==> src/rtl/l1_mem_arbiter.sv <==
// l1_mem_arbiter: two-master arbiter (icache = path 0, dcache = path 1)
// in front of the L1-to-AXI/ACE bridge. One transaction is outstanding at
// a time; the granted request is registered so the bridge sees stable
// fields while o_mem_req_valid is high, and the bridge response is routed
// back combinationally to the owning cache.
//
// Optional build macro: L1_ARB_DCACHE_PRIORITY_EN
//   defined   -> fixed priority, dcache wins every tie (no round-robin flop)
//   undefined -> round-robin tie break, icache preferred first after reset
//
// state | meaning
// IDLE  | no transaction; ready outputs show the combinational grant
// REQ   | latched request presented to the bridge, waiting for ready
// RESP  | request handed off, waiting for a response on the owner's path
module l1_mem_arbiter #(
  parameter int abits     = 48,
  parameter int linebits  = 256,
  parameter int linebytes = 32
) (
  input  logic                 i_clk,
  input  logic                 i_nrst,
  input  logic                 i_i_req_valid,
  output logic                 o_i_req_ready,
  input  logic [abits-1:0]     i_i_req_addr,
  output logic                 o_i_resp_valid,
  output logic [linebits-1:0]  o_i_resp_data,
  output logic                 o_i_resp_err,
  input  logic                 i_d_req_valid,
  output logic                 o_d_req_ready,
  input  logic [2:0]           i_d_req_type,
  input  logic [abits-1:0]     i_d_req_addr,
  input  logic [2:0]           i_d_req_size,
  input  logic [linebits-1:0]  i_d_req_wdata,
  input  logic [linebytes-1:0] i_d_req_wstrb,
  output logic                 o_d_resp_valid,
  output logic [linebits-1:0]  o_d_resp_data,
  output logic                 o_d_resp_err,
  output logic                 o_mem_req_valid,
  input  logic                 i_mem_req_ready,
  output logic                 o_mem_req_path,
  output logic [2:0]           o_mem_req_type,
  output logic [abits-1:0]     o_mem_req_addr,
  output logic [2:0]           o_mem_req_size,
  output logic [2:0]           o_mem_req_prot,
  output logic [linebits-1:0]  o_mem_req_wdata,
  output logic [linebytes-1:0] o_mem_req_wstrb,
  input  logic                 i_mem_resp_valid,
  input  logic                 i_mem_resp_path,
  input  logic [linebits-1:0]  i_mem_resp_data,
  input  logic                 i_mem_resp_load_fault,
  input  logic                 i_mem_resp_store_fault
);

  typedef enum logic [1:0] {
    IDLE = 2'd0,
    REQ  = 2'd1,
    RESP = 2'd2
  } state_t;

  state_t               state_q, state_d;
  logic                 owner_q, owner_d;
  logic                 req_valid_q, req_valid_d;
  logic                 path_q, path_d;
  logic [2:0]           type_q, type_d;
  logic [abits-1:0]     addr_q, addr_d;
  logic [2:0]           size_q, size_d;
  logic [2:0]           prot_q, prot_d;
  logic [linebits-1:0]  wdata_q, wdata_d;
  logic [linebytes-1:0] wstrb_q, wstrb_d;
`ifndef L1_ARB_DCACHE_PRIORITY_EN
  logic                 rr_pri_q, rr_pri_d;
`endif

  logic grant;
  logic win_d;
  logic resp_acc;

  // Arbitration and response routing; readies are gated by reset so a held
  // reset never advertises a grant.
  always_comb begin
`ifdef L1_ARB_DCACHE_PRIORITY_EN
    win_d = i_d_req_valid;
`else
    win_d = i_d_req_valid & (~i_i_req_valid | rr_pri_q);
`endif
    grant    = i_nrst & (state_q == IDLE) & (i_i_req_valid | i_d_req_valid);
    resp_acc = i_nrst & (state_q == RESP) & i_mem_resp_valid &
               (i_mem_resp_path == owner_q);

    o_i_req_ready  = grant & ~win_d;
    o_d_req_ready  = grant & win_d;
    o_i_resp_valid = resp_acc & ~owner_q;
    o_d_resp_valid = resp_acc & owner_q;
    o_i_resp_data  = (resp_acc & ~owner_q) ? i_mem_resp_data : '0;
    o_d_resp_data  = (resp_acc & owner_q) ? i_mem_resp_data : '0;
    o_i_resp_err   = resp_acc & ~owner_q &
                     (i_mem_resp_load_fault | i_mem_resp_store_fault);
    o_d_resp_err   = resp_acc & owner_q &
                     (i_mem_resp_load_fault | i_mem_resp_store_fault);
  end

  // Next-state logic: request fields are captured only on the accept edge.
  always_comb begin
    state_d     = state_q;
    owner_d     = owner_q;
    req_valid_d = req_valid_q;
    path_d      = path_q;
    type_d      = type_q;
    addr_d      = addr_q;
    size_d      = size_q;
    prot_d      = prot_q;
    wdata_d     = wdata_q;
    wstrb_d     = wstrb_q;
`ifndef L1_ARB_DCACHE_PRIORITY_EN
    rr_pri_d    = rr_pri_q;
`endif
    case (state_q)
      IDLE: begin
        if (grant) begin
          state_d     = REQ;
          req_valid_d = 1'b1;
          owner_d     = win_d;
          path_d      = win_d;
`ifndef L1_ARB_DCACHE_PRIORITY_EN
          rr_pri_d    = ~win_d;
`endif
          if (win_d) begin
            type_d  = i_d_req_type;
            addr_d  = i_d_req_addr;
            size_d  = i_d_req_size;
            prot_d  = 3'b000;
            wdata_d = i_d_req_wdata;
            wstrb_d = i_d_req_wstrb;
          end else begin
            type_d  = 3'b010;
            addr_d  = i_i_req_addr;
            size_d  = 3'd5;
            prot_d  = 3'b100;
            wdata_d = '0;
            wstrb_d = '0;
          end
        end
      end
      REQ: begin
        if (i_mem_req_ready) begin
          state_d     = RESP;
          req_valid_d = 1'b0;
        end
      end
      RESP: begin
        if (resp_acc) begin
          state_d = IDLE;
        end
      end
      default: begin
        state_d     = IDLE;
        req_valid_d = 1'b0;
      end
    endcase
  end

  // State and request registers with synchronous active-low reset.
  always_ff @(posedge i_clk) begin
    if (!i_nrst) begin
      state_q     <= IDLE;
      owner_q     <= 1'b0;
      req_valid_q <= 1'b0;
      path_q      <= 1'b0;
      type_q      <= '0;
      addr_q      <= '0;
      size_q      <= '0;
      prot_q      <= '0;
      wdata_q     <= '0;
      wstrb_q     <= '0;
`ifndef L1_ARB_DCACHE_PRIORITY_EN
      rr_pri_q    <= 1'b0;
`endif
    end else begin
      state_q     <= state_d;
      owner_q     <= owner_d;
      req_valid_q <= req_valid_d;
      path_q      <= path_d;
      type_q      <= type_d;
      addr_q      <= addr_d;
      size_q      <= size_d;
      prot_q      <= prot_d;
      wdata_q     <= wdata_d;
      wstrb_q     <= wstrb_d;
`ifndef L1_ARB_DCACHE_PRIORITY_EN
      rr_pri_q    <= rr_pri_d;
`endif
    end
  end

  assign o_mem_req_valid = req_valid_q;
  assign o_mem_req_path  = path_q;
  assign o_mem_req_type  = type_q;
  assign o_mem_req_addr  = addr_q;
  assign o_mem_req_size  = size_q;
  assign o_mem_req_prot  = prot_q;
  assign o_mem_req_wdata = wdata_q;
  assign o_mem_req_wstrb = wstrb_q;

endmodule
==> config.mk <==
export PLATFORM = sky130hd
export DESIGN_NAME = l1_mem_arbiter
export DESIGN_NICKNAME = d
export VERILOG_FILES = /design/src/rtl/l1_mem_arbiter.sv
export SDC_FILE = /design/constraint.sdc
export NUM_CORES = 1
export LEC_CHECK = 0
export BUFFER_PORTS_ARGS = -buffer_cell sky130_fd_sc_hd__buf_2
export CAP_MARGIN = 40
export CORE_AREA = 3 3 595 597
export CTS_CLUSTER_DIAMETER = 120
export CTS_CLUSTER_SIZE = 12
export DETAILED_ROUTE_END_ITERATION = 8
export DIE_AREA = 0 0 598 600
export GPL_TIMING_DRIVEN = 0
export PLACE_DENSITY = 0.3
export SLEW_MARGIN = 10
export SYNTH_ARGS = -nofsm -noshare
export SYNTH_HDL_FRONTEND = slang
export SYNTH_SLANG_ARGS = --single-unit
==> constraint.sdc <==
create_clock -name i_clk -period 3.25 [get_ports i_clk]
set_clock_uncertainty 0.05 [all_clocks]
set_input_delay 0.325 -clock i_clk [delete_from_list [all_inputs] [get_ports i_clk]]
set_output_delay 0.325 -clock i_clk [all_outputs]
set_load 0.02 [all_outputs]
==> Word-level counts from Yosys, hierarchy flattened <==
Index checks and enable logic that the tools add are counted.
{ "word_totals": {"word_cells": 54, "out_inout_bits": 865, "reg_bits": 350, "inputBits": 655} }
{ "classes": {"muxes": 15, "reduce_logical": 4, "n_bitwise": 19, "n_eq_ne": 6} }
{ "ops": {"columns": ["operator", "n"], "rows": [
  ["$mux 256", 3],
  ["$mux 48", 1],
  ["$mux 32", 1],
  ["$and 1x1->1", 12],
  ["$mux 3", 3],
  ["$mux 2", 3],
  ["$ne 2x2->1 const B", 3],
  ["$pmux 2 s3", 1],
  ["$reduce_and 3->1", 2],
  ["$not 1->1", 4],
  ["$or 1x1->1", 3],
  ["$pmux 1 s3", 1],
  ["$eq 2x1->1 const B", 1],
  ["$eq 2x2->1 const B", 1],
  ["$logic_not 2->1", 1],
  ["$mux 1", 2],
  ["$reduce_and 2->1", 1],
  ["$eq 1x1->1", 1]
]} }

==> Logic depth before layout (Yosys ltp) <==
{ "depth": {"depth_word": 6, "ltp_mapped": 7, "depth_no_buf": 4} }

==> Worst setup path after synthesis <==
OpenSTA, ideal clock, no wires.
{ "synth_timing": {"path_kind": "register to output", "from": "register state_q[0]", "to": "output port o_i_resp_data[247]", "path_buffers": 2, "stages_incl_launch_ff": 6, "required_time_ns": 2.875, "t_arrival_ns": 1.498, "slack_ns": 1.377, "cell_sequence": "dfxtp_1 buf_2 nand4b_4 nor3_4 clkbuf_1 and2_1"} }
{ "synth_between": {"elab_chain_cells": 6} }
{ "synth_rtl": {"columns": ["item", "line", "rtl"], "rows": [
  ["from (decl)", "60", "state_t state_q, state_d;"],
  ["from (signal assigned)", "179", "state_q <= state_d;"],
  ["$eq 2x2->1", "87", "resp_acc = i_nrst & (state_q == RESP) & i_mem_resp_valid &"],
  ["$and 1x1->1 (3 in a row)", "87", null],
  ["$and 1x1->1", null, null],
  ["net o_i_resp_valid", "25", "output logic o_i_resp_valid,"],
  ["$mux 256", "94", "o_i_resp_data = (resp_acc & ~owner_q) ? i_mem_resp_data : '0;"],
  ["to (decl)", "26", "output logic [linebits-1:0] o_i_resp_data,"]
]} }
The timed path passes the listed nets, and every way through them passes these cells.

==> Worst setup path in the final report <==
{ "layout_timing": {"from": "input port i_nrst", "to": "output port o_i_resp_data[181]"} }
{ "layout_between": {"elab_chain_cells": 5} }
{ "layout_rtl": {"columns": ["item", "line", "rtl"], "rows": [
  ["from (decl)", "21", "input logic i_nrst,"],
  ["$and 1x1->1 (3 in a row)", "87", null],
  ["$and 1x1->1", "94", null],
  ["$mux 256", "94", null]
]} }
Every way passes these cells.

==> run metrics <==
Max clock buf depth=3; vias after detailed routing=around 21k; die width=roughly 600 um; number of flops mapped to enable cells by yosys=0; Filler cells=just over 40k; cell internal pwr=roughly 7.9 mW; pre-CTS WS=-0.106 ns; global placement routability congestion=1.03; WP depth=10; core footprint=approximately 350000 um2; Fin. Hold Viols=0; htree depth=2; TritonCTS buffer count=38; Gate power share=25.8%; outcome=finished, final reports clean; LEAKAGE=16.0 nW; Worst path top cell family by delay=buffers and inverters; Top Ports=about 1.5k; largest net degree at the start of global routing=13; Syn Inst Count=around 1.5k; crit-path cells=dlygate4sd3_1, buf_2, buf_4, nand4b_4, nor3_4, buf_8, buf_8, clkbuf_2, and2_2, buf_2; Routed WL=around 260 mm; min Tclk post-route=~3.2 ns; Peak VDD IR=around 0.35 mV; Reg area=6950 um2; Worst Path Required=between 2 and 3 ns; row cnt=between 200 and 250; count of pins over their slew limit=0; Critical Path Source Type=input pin; hold path depth=4; Overflow after GRT=0; critical path capture point type=output pin; die height=roughly 600 um; DRT iter0 DRCs=about 1.4k; Data arrival, critical path=between 2 and 3 ns; Bufs and invs on worst path=7; slowest CP cell=dlygate4sd3_1; Post-DRT Antenna Nets=0; max_slew headroom=between 40% and 50%; first-pass GRT wire length=between 300 and 400 mm; Avg WL per Cell=between 30 and 40 um; DR vias/cell=approximately 2.6; CTS tree=done; Netlist cell types=38; pwr/cell area=~370 nW/um2; clock sinks=about 350; top-count cell post-synth=and2_1; period utilization=98.3%; GRT Util Overall=around 14%; Worst Hold Class=input pin to register; NetSw=4.50 mW; Starting Density=around 4.3%; #FFs+latches synth=approximately 350; router iterations before antenna repair=5; clock power share=~36%; fin util=a little under a tenth; leading area contributor after synthesis=dfxtp_1; post-synthesis cell area=between 10000 and 15000 um2; final net count=4087; Synth top cells by count=and2_1, dfxtp_1, a22o_1; vias in the first global route=roughly 22k; switching portion of total power=between 30% and 40%; CP max FO=10; Clock Latency Late Sink=about 0.63 ns; share of cells above drive strength 1=about half; Worst Reg-to-Reg Cells=6; sequential fraction of design power=38.0%; slowest stage delay, CP=between 0.5 and 0.6 ns; syn avg cell area=~10 um2; ys async rst share=0%; Area Growth Syn to Fin=126%; Clock Pin Slew Worst Setup and Hold Paths=0.07 ns; Clock Tree Root=clkbuf_16; dpl hpwl=around 240 mm; sequential element share of the synthesized area=between 40% and 50%; critical path class=input pin to output pin; final worst slack=~0.056 ns; share of the synthesized area in the top cell type=a little under half; max frequency=313 MHz; ys flop type=dfxtp_1; area of the multi-input gates=about 7000 um2; Worst-Margin Slew=0.765 ns; port bufs=around 1.5k; Post-route DRC=0; antenna violations before repair=144; top cells by area, synth=dfxtp_1, and2_1, a22o_1; Yosys Warn Count=0; RSZ-0062 raised after global routing=true; die footprint=between 300000 and 400000 um2; final setup vio count=0; max_cap viols=0
-- cell families (layout without fill, tap and decap cells) --
| kind of cell | after synthesis | in the layout | synth area share (%) |
|---|---|---|---|
| XOR/XNOR | 1 | 1 | 0.0590 |
| flip-flops | 347 | 347 | 46.8 |
| buffers and inverters | 155 | 2109 | 5.89 |
| other | 1 | 36 | 0.0252 |
| AO/OA/AOI/OAI | 355 | 355 | 21.2 |
| AND/OR/NAND/NOR | 629 | 629 | 26.1 |
-- power groups by stage --
| stage | Clock, mW | Combinational [mW] | Sequential (mW) |
|---|---|---|---|
| 3_5_place_dp | 0 | 2.82 | 4.79 |
| 4_1_cts | 4.79 | 3.32 | 4.70 |
| 6_report | 4.49 | 3.19 | 4.71 |
| 2_1_floorplan | 0 | 0.601 | 5.06 |
| 5_1_grt | 4.84 | 3.43 | 4.73 |
| 3_3_place_gp | 0 | 2.83 | 4.80 |
-- worst reg2reg max path: stages (launching register included) --
cell	delay, ns
dfxtp_1	0.35
and2b_1	0.46
buf_2	0.38
buf_2	0.45
nor3_2	0.11
a221o_1	0.27
dlygate4sd3_1	0.56
-- flip-flops by register name (all words and copies together), names as in the netlist --
signal,count
o_mem_req_path,1
o_mem_req_wdata,256
o_mem_req_size,3
o_mem_req_type,3
o_mem_req_addr,48
o_mem_req_wstrb,32
state_q,2
o_mem_req_valid,1
o_mem_req_prot,1
-- layout make-up --
| class | instances | area share, % |
|---|---|---|
| sequential | 347 | 20.7 |
| inverter | 1 | 0.0112 |
| tap | 4599 | 17.2 |
| timing repair buffer | 1903 | 34.5 |
| clock inverter | 10 | 0.433 |
| buffer | 154 | 2.91 |
| antenna | 34 | 0.254 |
| multi-input combinational | 987 | 21.0 |
| clock buffer | 41 | 2.90 |
-- cells in the final DEF, fill, tap and decap left out, types with 5 or more instances in the layout --
cell type / count
clkbuf_1: 22
clkbuf_8: 5
nand2_1: 55
a221o_1: 48
nor3_1: 28
and2_1: 504
buf_4: 39
buf_6: 21
diode_2: 34
buf_2: 1532
clkbuf_2: 33
dlygate4sd3_1: 381
nor3_2: 20
clkbuf_16: 38
a22o_1: 291
dfxtp_1: 347
clkbuf_4: 23
and2_2: 8
-- path summary, 6_finish.rpt --
path	startpoint	to	slack, ns
max	i_nrst	o_i_resp_data[181]	0.06
min reg2reg	o_mem_req_size[2]	o_mem_req_size[2]	0.42
max reg2reg	o_mem_req_prot[2]	o_mem_req_addr[12]	0.50
min	i_d_req_addr[32]	o_mem_req_addr[32]	0.09
-- stage by stage --
step                      hold WS, ns  instances  power [mW]  setup TNS, ns  area, um2
after floorplan                 0.408       1489        5.66              0      14900
after global placement          0.404       7604        7.63         -19.39      28200
after detailed placement        0.400       7608        7.61          -1.00      28300
after CTS                     0.00180       8042        12.8        -0.0185      33400
after global routing           0.0720       8060        13.0        -0.0513      33500
final                          0.0899       8076        12.4              0      33500
-- metal layers --
layer	wire (um)	vias up	GRT usage, %
met2	117000	1404	22.6
met1	92700	10300	14.4
met3	37000	337	8.39
met4	13300	20	5.71
li1	-	9150	-
met5	140	-	0
-- repair_timing --
| item | in CTS | in global routing |
|---|---|---|
| hold endpoints to repair | 346 | 0 |
| hold buffers | 381 | 0 |
| setup endpoints to repair | 445 | 48 |
| gates resized for setup | 66 | 26 |
| pin swaps | 1 | 0 |
| buffers inserted | 2 | 0 |
(Power assumes the default switching activity.)
